`config.mk`:
```
export PLATFORM = sky130hd
export DESIGN_NAME = pipe_ctrl_flat
export DESIGN_NICKNAME = d
export VERILOG_FILES = /design/src/rtl/pipe_ctrl_if.sv /design/src/rtl/pipe_ctrl.sv /design/src/flat_wrapper.sv
export SDC_FILE = /design/constraint.sdc
export NUM_CORES = 1
export LEC_CHECK = 0
export ABC_CLOCK_PERIOD_IN_PS = 2650
export CAP_MARGIN = 20
export CORE_MARGIN = 4
export CORE_UTILIZATION = 35
export DETAILED_ROUTE_END_ITERATION = 16
export PLACE_DENSITY = 0.76
export SYNTH_ARGS = -nofsm -noshare
export SYNTH_HDL_FRONTEND = slang
export SYNTH_SLANG_ARGS = --single-unit
```
`constraint.sdc`:
```
create_clock -name clk -period 2.65 [get_ports clk]
set_input_delay 0.3975 -clock clk [delete_from_list [all_inputs] [get_ports clk]]
set_output_delay 0.3975 -clock clk [all_outputs]
set_load 0.1 [all_outputs]
```
`src/rtl/pipe_ctrl_if.sv`:
```
// Handshake bundle between the datapath (master) and the pipeline sequencing
// controller (slave): hazard/memory/halt status in, register enables and status out.
interface pipe_ctrl_if;
    logic        idex_memread;
    logic [4:0]  idex_rd;
    logic [4:0]  ifid_rs1;
    logic [4:0]  ifid_rs2;
    logic        branch_taken;
    logic        exmem_memop;
    logic        mem_ready;
    logic        halt_req;
    logic        pc_load;
    logic        ifid_load;
    logic        idex_load;
    logic        exmem_load;
    logic        memwb_load;
    logic        ifid_flush;
    logic        idex_flush;
    logic        halted;
    logic        mem_err;
    logic [31:0] stall_cycles;

    modport master (
        output idex_memread, idex_rd, ifid_rs1, ifid_rs2,
               branch_taken, exmem_memop, mem_ready, halt_req,
        input  pc_load, ifid_load, idex_load, exmem_load, memwb_load,
               ifid_flush, idex_flush, halted, mem_err, stall_cycles
    );

    modport slave (
        input  idex_memread, idex_rd, ifid_rs1, ifid_rs2,
               branch_taken, exmem_memop, mem_ready, halt_req,
        output pc_load, ifid_load, idex_load, exmem_load, memwb_load,
               ifid_flush, idex_flush, halted, mem_err, stall_cycles
    );
endinterface

```
`src/rtl/pipe_ctrl.sv`:
```
// Five-stage pipeline sequencer: load-use stalls, branch flushes, memory waits with timeout, halt.
// Optional stall-cycle performance counter is built when PIPE_CTRL_PERF_EN is defined.
module pipe_ctrl #(
    parameter int MEM_TIMEOUT = 16
) (
    input logic        clk,
    input logic        rst,
    pipe_ctrl_if.slave bus
);

    typedef enum logic [1:0] {RUN, MEM_WAIT, HALT} state_t;

    localparam logic [7:0] WaitLast = 8'(MEM_TIMEOUT - 1);

    state_t     state_q, state_d;
    logic [7:0] waitCnt_q, waitCnt_d;
    logic       halted_q;
    logic       memErr_q;
    logic       setErr;
    logic       advance;
    logic       hazard;

    assign hazard = bus.idex_memread && (bus.idex_rd != 5'd0) &&
                    ((bus.idex_rd == bus.ifid_rs1) || (bus.idex_rd == bus.ifid_rs2));

    // Next state and the combinational enables; 'advance' selects the shared branch/hazard/normal rules.
    always_comb begin
        state_d        = state_q;
        waitCnt_d      = waitCnt_q;
        setErr         = 1'b0;
        advance        = 1'b0;
        bus.pc_load    = 1'b0;
        bus.ifid_load  = 1'b0;
        bus.idex_load  = 1'b0;
        bus.exmem_load = 1'b0;
        bus.memwb_load = 1'b0;
        bus.ifid_flush = 1'b0;
        bus.idex_flush = 1'b0;

        if (!rst) begin
            case (state_q)
                RUN: begin
                    if (bus.halt_req) begin
                        state_d = HALT;
                    end else if (bus.exmem_memop && !bus.mem_ready) begin
                        state_d   = MEM_WAIT;
                        waitCnt_d = 8'd0;
                    end else begin
                        advance = 1'b1;
                    end
                end
                MEM_WAIT: begin
                    if (bus.mem_ready) begin
                        if (bus.halt_req) begin
                            state_d = HALT;
                        end else begin
                            state_d = RUN;
                            advance = 1'b1;
                        end
                    end else if (waitCnt_q == WaitLast) begin
                        state_d = HALT;
                        setErr  = 1'b1;
                    end else begin
                        waitCnt_d = waitCnt_q + 8'd1;
                    end
                end
                default: begin
                    state_d = HALT;
                end
            endcase

            if (advance) begin
                if (bus.branch_taken) begin
                    bus.pc_load    = 1'b1;
                    bus.ifid_load  = 1'b1;
                    bus.idex_load  = 1'b1;
                    bus.exmem_load = 1'b1;
                    bus.memwb_load = 1'b1;
                    bus.ifid_flush = 1'b1;
                    bus.idex_flush = 1'b1;
                end else if (hazard) begin
                    bus.idex_load  = 1'b1;
                    bus.idex_flush = 1'b1;
                    bus.exmem_load = 1'b1;
                    bus.memwb_load = 1'b1;
                end else begin
                    bus.pc_load    = 1'b1;
                    bus.ifid_load  = 1'b1;
                    bus.idex_load  = 1'b1;
                    bus.exmem_load = 1'b1;
                    bus.memwb_load = 1'b1;
                end
            end
        end
    end

    // Status flags are sticky until reset and become visible the cycle after the halt transition.
    always_ff @(posedge clk) begin
        if (rst) begin
            state_q   <= RUN;
            waitCnt_q <= 8'd0;
            halted_q  <= 1'b0;
            memErr_q  <= 1'b0;
        end else begin
            state_q   <= state_d;
            waitCnt_q <= waitCnt_d;
            if (state_d == HALT) begin
                halted_q <= 1'b1;
            end
            if (setErr) begin
                memErr_q <= 1'b1;
            end
        end
    end

    assign bus.halted  = halted_q;
    assign bus.mem_err = memErr_q;

`ifdef PIPE_CTRL_PERF_EN
    logic [31:0] stallCnt_q;

    always_ff @(posedge clk) begin
        if (rst) begin
            stallCnt_q <= 32'd0;
        end else if (!bus.pc_load && (state_q != HALT)) begin
            stallCnt_q <= stallCnt_q + 32'd1;
        end
    end

    assign bus.stall_cycles = stallCnt_q;
`else
    assign bus.stall_cycles = 32'd0;
`endif

endmodule
```
`src/flat_wrapper.sv`:
```
// flat-port wrapper written by rule: the top's interface ports become plain ports
module pipe_ctrl_flat 
#(
    parameter int MEM_TIMEOUT = 16
)
  (clk, rst, bus_idex_memread, bus_idex_rd, bus_ifid_rs1, bus_ifid_rs2, bus_branch_taken, bus_exmem_memop, bus_mem_ready, bus_halt_req, bus_pc_load, bus_ifid_load, bus_idex_load, bus_exmem_load, bus_memwb_load, bus_ifid_flush, bus_idex_flush, bus_halted, bus_mem_err, bus_stall_cycles);
  pipe_ctrl_if bus_i ();
  input logic clk;
  input logic rst;
  input wire logic [$bits(bus_i.idex_memread)-1:0] bus_idex_memread;
  input wire logic [$bits(bus_i.idex_rd)-1:0] bus_idex_rd;
  input wire logic [$bits(bus_i.ifid_rs1)-1:0] bus_ifid_rs1;
  input wire logic [$bits(bus_i.ifid_rs2)-1:0] bus_ifid_rs2;
  input wire logic [$bits(bus_i.branch_taken)-1:0] bus_branch_taken;
  input wire logic [$bits(bus_i.exmem_memop)-1:0] bus_exmem_memop;
  input wire logic [$bits(bus_i.mem_ready)-1:0] bus_mem_ready;
  input wire logic [$bits(bus_i.halt_req)-1:0] bus_halt_req;
  output wire logic [$bits(bus_i.pc_load)-1:0] bus_pc_load;
  output wire logic [$bits(bus_i.ifid_load)-1:0] bus_ifid_load;
  output wire logic [$bits(bus_i.idex_load)-1:0] bus_idex_load;
  output wire logic [$bits(bus_i.exmem_load)-1:0] bus_exmem_load;
  output wire logic [$bits(bus_i.memwb_load)-1:0] bus_memwb_load;
  output wire logic [$bits(bus_i.ifid_flush)-1:0] bus_ifid_flush;
  output wire logic [$bits(bus_i.idex_flush)-1:0] bus_idex_flush;
  output wire logic [$bits(bus_i.halted)-1:0] bus_halted;
  output wire logic [$bits(bus_i.mem_err)-1:0] bus_mem_err;
  output wire logic [$bits(bus_i.stall_cycles)-1:0] bus_stall_cycles;
  assign bus_i.idex_memread = bus_idex_memread;
  assign bus_i.idex_rd = bus_idex_rd;
  assign bus_i.ifid_rs1 = bus_ifid_rs1;
  assign bus_i.ifid_rs2 = bus_ifid_rs2;
  assign bus_i.branch_taken = bus_branch_taken;
  assign bus_i.exmem_memop = bus_exmem_memop;
  assign bus_i.mem_ready = bus_mem_ready;
  assign bus_i.halt_req = bus_halt_req;
  assign bus_pc_load = bus_i.pc_load;
  assign bus_ifid_load = bus_i.ifid_load;
  assign bus_idex_load = bus_i.idex_load;
  assign bus_exmem_load = bus_i.exmem_load;
  assign bus_memwb_load = bus_i.memwb_load;
  assign bus_ifid_flush = bus_i.ifid_flush;
  assign bus_idex_flush = bus_i.idex_flush;
  assign bus_halted = bus_i.halted;
  assign bus_mem_err = bus_i.mem_err;
  assign bus_stall_cycles = bus_i.stall_cycles;
  pipe_ctrl #(.MEM_TIMEOUT(MEM_TIMEOUT)) u_core (.clk(clk), .rst(rst), .bus(bus_i));
endmodule
```
# After elaboration in Yosys (flattened, before gate mapping)
# Cells that the tools add are included.
[totals]
elab_cells = 58
output_inout_bits = 41
inputBits = 22
reg_bits = 12
[op_classes]
n_eq_ne = 9
add_sub_neg = 1
muxes = 35
n_reduce_logical = 9
[op_table]
columns = ["op", "count"]
rows = [
  ["2-to-1 mux 8 bit", 4],
  ["2-to-1 mux 1 bit", 22],
  ["one-hot mux 8 bit (2 select lines)", 1],
  ["2-to-1 mux 2 bit", 6],
  ["== test 5 bit", 2],
  ["adder 8 x 1 -> 8 bit (second input constant)", 1],
  ["== test 8 x 4 -> 1 bit (second input constant)", 1],
  ["inequality test 2 bit (second input constant)", 3],
  ["AND reduction 5 bit", 1],
  ["nonzero test 5 bit", 1],
  ["one-hot mux 2 bit (2 select lines)", 1],
  ["logical AND 1 bit", 3],
  ["== test 2 x 1 -> 1 bit (second input constant)", 1],
  ["== test 2 bit (second input constant)", 1],
  ["logical NOT 2 bit", 1],
  ["inequality test 2 x 1 -> 1 bit (second input constant)", 1],
  ["one-hot mux 1 bit (2 select lines)", 1],
  ["nonzero test 2 bit", 1],
  ["logical NOT 1 bit", 1],
  ["logical OR 1 bit", 1],
]

# Depth between registers and ports, before layout
# Gate-level depths: netlist of the first run.
[logic_depth]
ltp_word = 8
depth_mapped = 6
ltp_nobuf = 5

# Worst setup path before layout of the first run
# No wires, ideal clock.
[synth_timing]
kind = "input to output"
from = "input port bus_idex_rd[3]"
to = "output port bus_idex_flush"
t_required_ns = 2.253
t_arrival_ns = 3.099
stages = 4
slack_ns = -0.847
n_path_buf = 0
path_cell_list = "xor2_1 nor3_1 a22oi_1 o31ai_1"
[synth_between]
elab_chain_cells = 7
elab_cells_between_ends = 10
classes_between = "2 x eq/ne; 4 x mux; 4 x reduce/logical"
[synth_lines]
columns = ["element", "line", "source"]
rows = [
  ["from (decl)", "flat_wrapper.sv:11", "input wire logic [$bits(bus_i.idex_rd)-1:0] bus_idex_rd;"],
  ["== test 5 bit / nonzero test 5 bit (equally long branches)", "pipe_ctrl.sv:24, pipe_ctrl.sv:23", ""],
  ["logical OR 1 bit / logical AND 1 bit (equally long branches)", "pipe_ctrl.sv:24, pipe_ctrl.sv:23", ""],
  ["logical AND 1 bit (*)", "pipe_ctrl.sv:23", "assign hazard = bus.idex_memread && (bus.idex_rd != 5'd0) &&"],
  ["2-to-1 mux 1 bit (*)", "pipe_ctrl.sv:81", "end else if (hazard) begin"],
  ["2-to-1 mux 1 bit (*)", "pipe_ctrl.sv:73", "if (bus.branch_taken) begin"],
  ["2-to-1 mux 1 bit (*)", "pipe_ctrl.sv:72", "if (advance) begin"],
  ["2-to-1 mux 1 bit (*)", "pipe_ctrl.sv:40", "if (!rst) begin"],
  ["to (decl)", "flat_wrapper.sv:24", "output wire logic [$bits(bus_i.idex_flush)-1:0] bus_idex_flush;"],
]
# Every way passes the cells marked *; elsewhere a longest branch is shown, timed or not.

# Worst setup path after layout of the first run
[layout_timing]
from = "input port bus_idex_rd[0]"
to = "output port bus_pc_load"
[layout_between]
elab_chain_cells = 7
elab_cells_between_ends = 10
classes_between = "2 x eq/ne; 4 x mux; 4 x reduce/logical"
[layout_lines]
columns = ["element", "line", "source"]
rows = [
  ["== test 5 bit / nonzero test 5 bit (equally long branches)", "pipe_ctrl.sv:24, pipe_ctrl.sv:23", ""],
  ["logical OR 1 bit / logical AND 1 bit (equally long branches)", "pipe_ctrl.sv:24, pipe_ctrl.sv:23", ""],
  ["logical AND 1 bit (*)", "pipe_ctrl.sv:23", ""],
  ["2-to-1 mux 1 bit (*)", "pipe_ctrl.sv:81", ""],
  ["2-to-1 mux 1 bit (*)", "pipe_ctrl.sv:73", ""],
  ["2-to-1 mux 1 bit (*)", "pipe_ctrl.sv:72", ""],
  ["2-to-1 mux 1 bit (*)", "pipe_ctrl.sv:40", ""],
  ["to (decl)", "flat_wrapper.sv:18", "output wire logic [$bits(bus_i.pc_load)-1:0] bus_pc_load;"],
]
# Marks and branches as above.

==> flow_metrics.env, run 1 <==
export IMPL_cpPeakStageDelay_ns=0.53
export IMPL_dieArea_um2=3850
export IMPL_min_path_type="reg -> reg"
export IMPL_grt_first_pass_wirelength_mm=3.57
export IMPL_slowest_stage="or4_1"
export IMPL_max_slew_margin=0.605
export IMPL_fin_setup_tns_ns=0
export IMPL_finalNetCount=177
export IMPL_num_io_pins=63
export IMPL_dp_slack_ns=0.152
export IMPL_first_iter_violations=17
export IMPL_rsz0062_at_grt="false"
export IMPL_area_growth_pct=28.6
export IMPL_setup_ws_ns=0.140
export IMPL_cts_hold_buf=0
export IMPL_synth_top_cell_by_area="buf_4"
export IMPL_drive_above_1_share=0.163
export IMPL_path_class="in -> out"
export IMPL_synth_top_area_frac=0.264
export IMPL_r2r_end="u_core.waitCnt_q[1]"
export IMPL_clock_path_buffers=2
export IMPL_crit_start="bus_idex_rd[0]"
export IMPL_hpwl_mm=1.88
export IMPL_arrival_ns=2.11
export IMPL_gp_congestion=0.746
export IMPL_crit_required_ns=2.25
export IMPL_final_antenna_net_count=0
export IMPL_power_leakage_nw=0.530
export IMPL_tightest_slew_ns=0.592
export IMPL_cp_max_fo=3
export IMPL_port_buffers=30
export IMPL_yosysSeqAreaShare=0.235
export IMPL_track_usage=0.126
export IMPL_max_freq_mhz=398
export IMPL_clk_latency_ns=0.27
export IMPL_antennaDiodeCount=0
export IMPL_holdPathStages=2
export IMPL_firstDrtPassIters=4
export IMPL_coreArea_um2=2780
export IMPL_start_kind="input pin"
export IMPL_cts_htree_levels=1
export IMPL_antenna_found_initial=0
export IMPL_netlist_top_cells_area="buf_4, dfxtp_1, xor2_1, o31ai_1, a21oi_1"
export IMPL_rrSetupSlack_ns=1.03
export IMPL_row_count=19
export IMPL_r2r_start="u_core.waitCnt_q[4]"
export IMPL_worstSetupEndpointType="output port"
export IMPL_drc_errors=0
export IMPL_ys_seq_elements=12
export IMPL_worstPathCellList="clkdlybuf4s50_1 > or4_1 > o21ai_0 > o31a_2 > buf_12"
export IMPL_wl_per_cell_um=12.1
export IMPL_dieWidth_um=62.1
export IMPL_fin_skew_ns=0.00383
export IMPL_routed_via_density=4.76
export IMPL_worstHoldStart="u_core.bus.halted"
export IMPL_finalHoldViolations=0
export IMPL_grt_pass1_vias=791
export IMPL_reg2reg_depth=4
export IMPL_power_w=0.000673
export IMPL_synth_area_um2=1020
export IMPL_fin_crit_ns=2.51
export IMPL_finalWirelength_mm=2.23
export IMPL_vias=875
export IMPL_drv_slew=0
export IMPL_p_per_area_nw_per_um2=511
export IMPL_post_cts_buffers=0
export IMPL_die_h_um=62.1
export IMPL_start_util=0.368
export IMPL_clock_tree_root_cell="clkbuf_4"
export IMPL_ir_drop_uv=288
export IMPL_fill_cells=275
export IMPL_cts_sinks=12
export IMPL_hold_end="u_core.bus.halted"
export IMPL_cts_made_buffers=3
export IMPL_grt_overflow=0
export IMPL_yosysUniqueCellTypes=33
export IMPL_ys_warnings_count=0
export IMPL_setup_viol=0
export IMPL_status="finished, final reports clean"
export IMPL_clkSlewWorstSetupHoldPaths_ns=0.07
export IMPL_period_share=0.947
export IMPL_syn_inst=124
export IMPL_grt_max_degree=18
export IMPL_cts_tree="built"
export IMPL_cap_violations=0
export IMPL_avgSynthCellArea_um2=8.25
export IMPL_postCtsResizedCells=0
==> Yosys cell counts <==
| master | instances |
|---|---|
| or3b_2 | 1 |
| nand2b_1 | 1 |
| nand2_1 | 4 |
| or4_4 | 1 |
| nor2b_1 | 1 |
| a31o_2 | 1 |
| a22oi_1 | 1 |
| o21ba_1 | 1 |
| nor2_1 | 6 |
| a21oi_1 | 8 |
| o21ai_0 | 2 |
| o31ai_1 | 6 |
| buf_6 | 1 |
| inv_1 | 5 |
| xor2_1 | 10 |
| dfxtp_1 | 12 |
| nand3_1 | 1 |
| nor4_2 | 1 |
| or4_1 | 5 |
| nor4_1 | 2 |
| a211oi_1 | 1 |
| o31a_1 | 2 |
| and4_1 | 1 |
| conb_1 | 1 |
| nor3_4 | 1 |
| nand3_2 | 1 |
| o21ai_2 | 1 |
| a21oi_2 | 1 |
| o21ai_1 | 2 |
| ha_1 | 1 |
| nor3_1 | 4 |
| buf_4 | 36 |
| or3_1 | 2 |
==> per-layer routing <==
layer  routed length (um)  track usage  up-vias  part of all wire
li1                     -            -      429                 -
met1                  779        0.138      404              0.35
met2                 1240        0.225       34              0.56
met3                  150       0.0351        8             0.067
met4                   61       0.0576        0             0.027
met5                    0            0        -                 0
==> final cells by class <==
cell class | instances | area (um2) | share of cell area
multi-input combinational | 101 | 606 | 0.460
timing repair buffer | 31 | 373 | 0.283
inverter | 5 | 22.5 | 0.0171
tap | 31 | 38.8 | 0.0295
sequential | 12 | 240 | 0.183
clock buffer | 4 | 36.3 | 0.0276
==> state kept, by name, indices dropped and copies added, names as in the netlist <==
name / count
u_core.waitCnt_q: 8
u_core.bus.mem_err: 1
u_core.bus.halted: 1
u_core.state_q: 2
==> logic make-up after synthesis <==
family | after synthesis | synth area share
xor+xnor | 10 | 0.0856
other cells | 1 | 0.00366
simple gates | 32 | 0.200
compound gates | 26 | 0.170
flops | 12 | 0.235
fa+ha+maj | 1 | 0.0122
buf+inv | 42 | 0.293
==> where the power goes <==
| part | switching (W) | internal (W) | leakage, nW |
|---|---|---|---|
| Sequential | 0.00000357 | 0.000184 | 0.0974 |
| Clock | 0.0000601 | 0.0000835 | 0.0210 |
| Combinational | 0.000278 | 0.0000632 | 0.411 |
==> through the flow <==
step	util	area, um2	hold slack, ns	instances
finish	0.473	1320	0.462	184
global route	0.473	1320	0.520	184
CTS	0.473	1320	0.472	184
detailed placement	0.460	1280	0.460	180
global placement	0.460	1280	0.436	180
floorplan	-	1150	0.452	155
==> worst max-delay path, delay by kind of cell <==
| kind | cells | cell delay (ns) |
|---|---|---|
| compound gates | 2 | 0.53 |
| buf+inv | 2 | 0.66 |
| simple gates | 1 | 0.53 |
==> cells in the final DEF (no fill, tap or decap), drive strengths merged, types with 5 or more instances in the layout <==
master	instances
a21oi	9
buf	10
clkdlybuf4s50	21
conb	32
dfxtp	12
nor2	6
nor3	5
o21ai	5
o31ai	6
or4	6
xor2	10
==> worst max path at each step <==
| stage | endpoint | slack [ns] | depth (start not counted) |
|---|---|---|---|
| 6_report | bus_pc_load | 0.14 | 5 |
| 5_1_grt | bus_pc_load | 0.10 | 5 |
| 4_1_cts | bus_pc_load | 0.14 | 5 |
| 3_5_place_dp | bus_pc_load | 0.15 | 5 |
| 3_3_place_gp | bus_ifid_load | 0.19 | 5 |
| 2_1_floorplan | bus_idex_flush | 0.02 | 4 |
Power figures use the tool's default switching activity.
==> run 2: changes to the inputs <==
--- a/config.mk
+++ b/config.mk
@@ -9,6 +9,7 @@
 export CAP_MARGIN = 20
 export CORE_MARGIN = 4
 export CORE_UTILIZATION = 35
+export CTS_CLUSTER_DIAMETER = 50
 export DETAILED_ROUTE_END_ITERATION = 16
 export PLACE_DENSITY = 0.76
 export SYNTH_ARGS = -nofsm -noshare
==> results of run 2 <==
Final layout, timing and power as in run 1 (identical DEF).
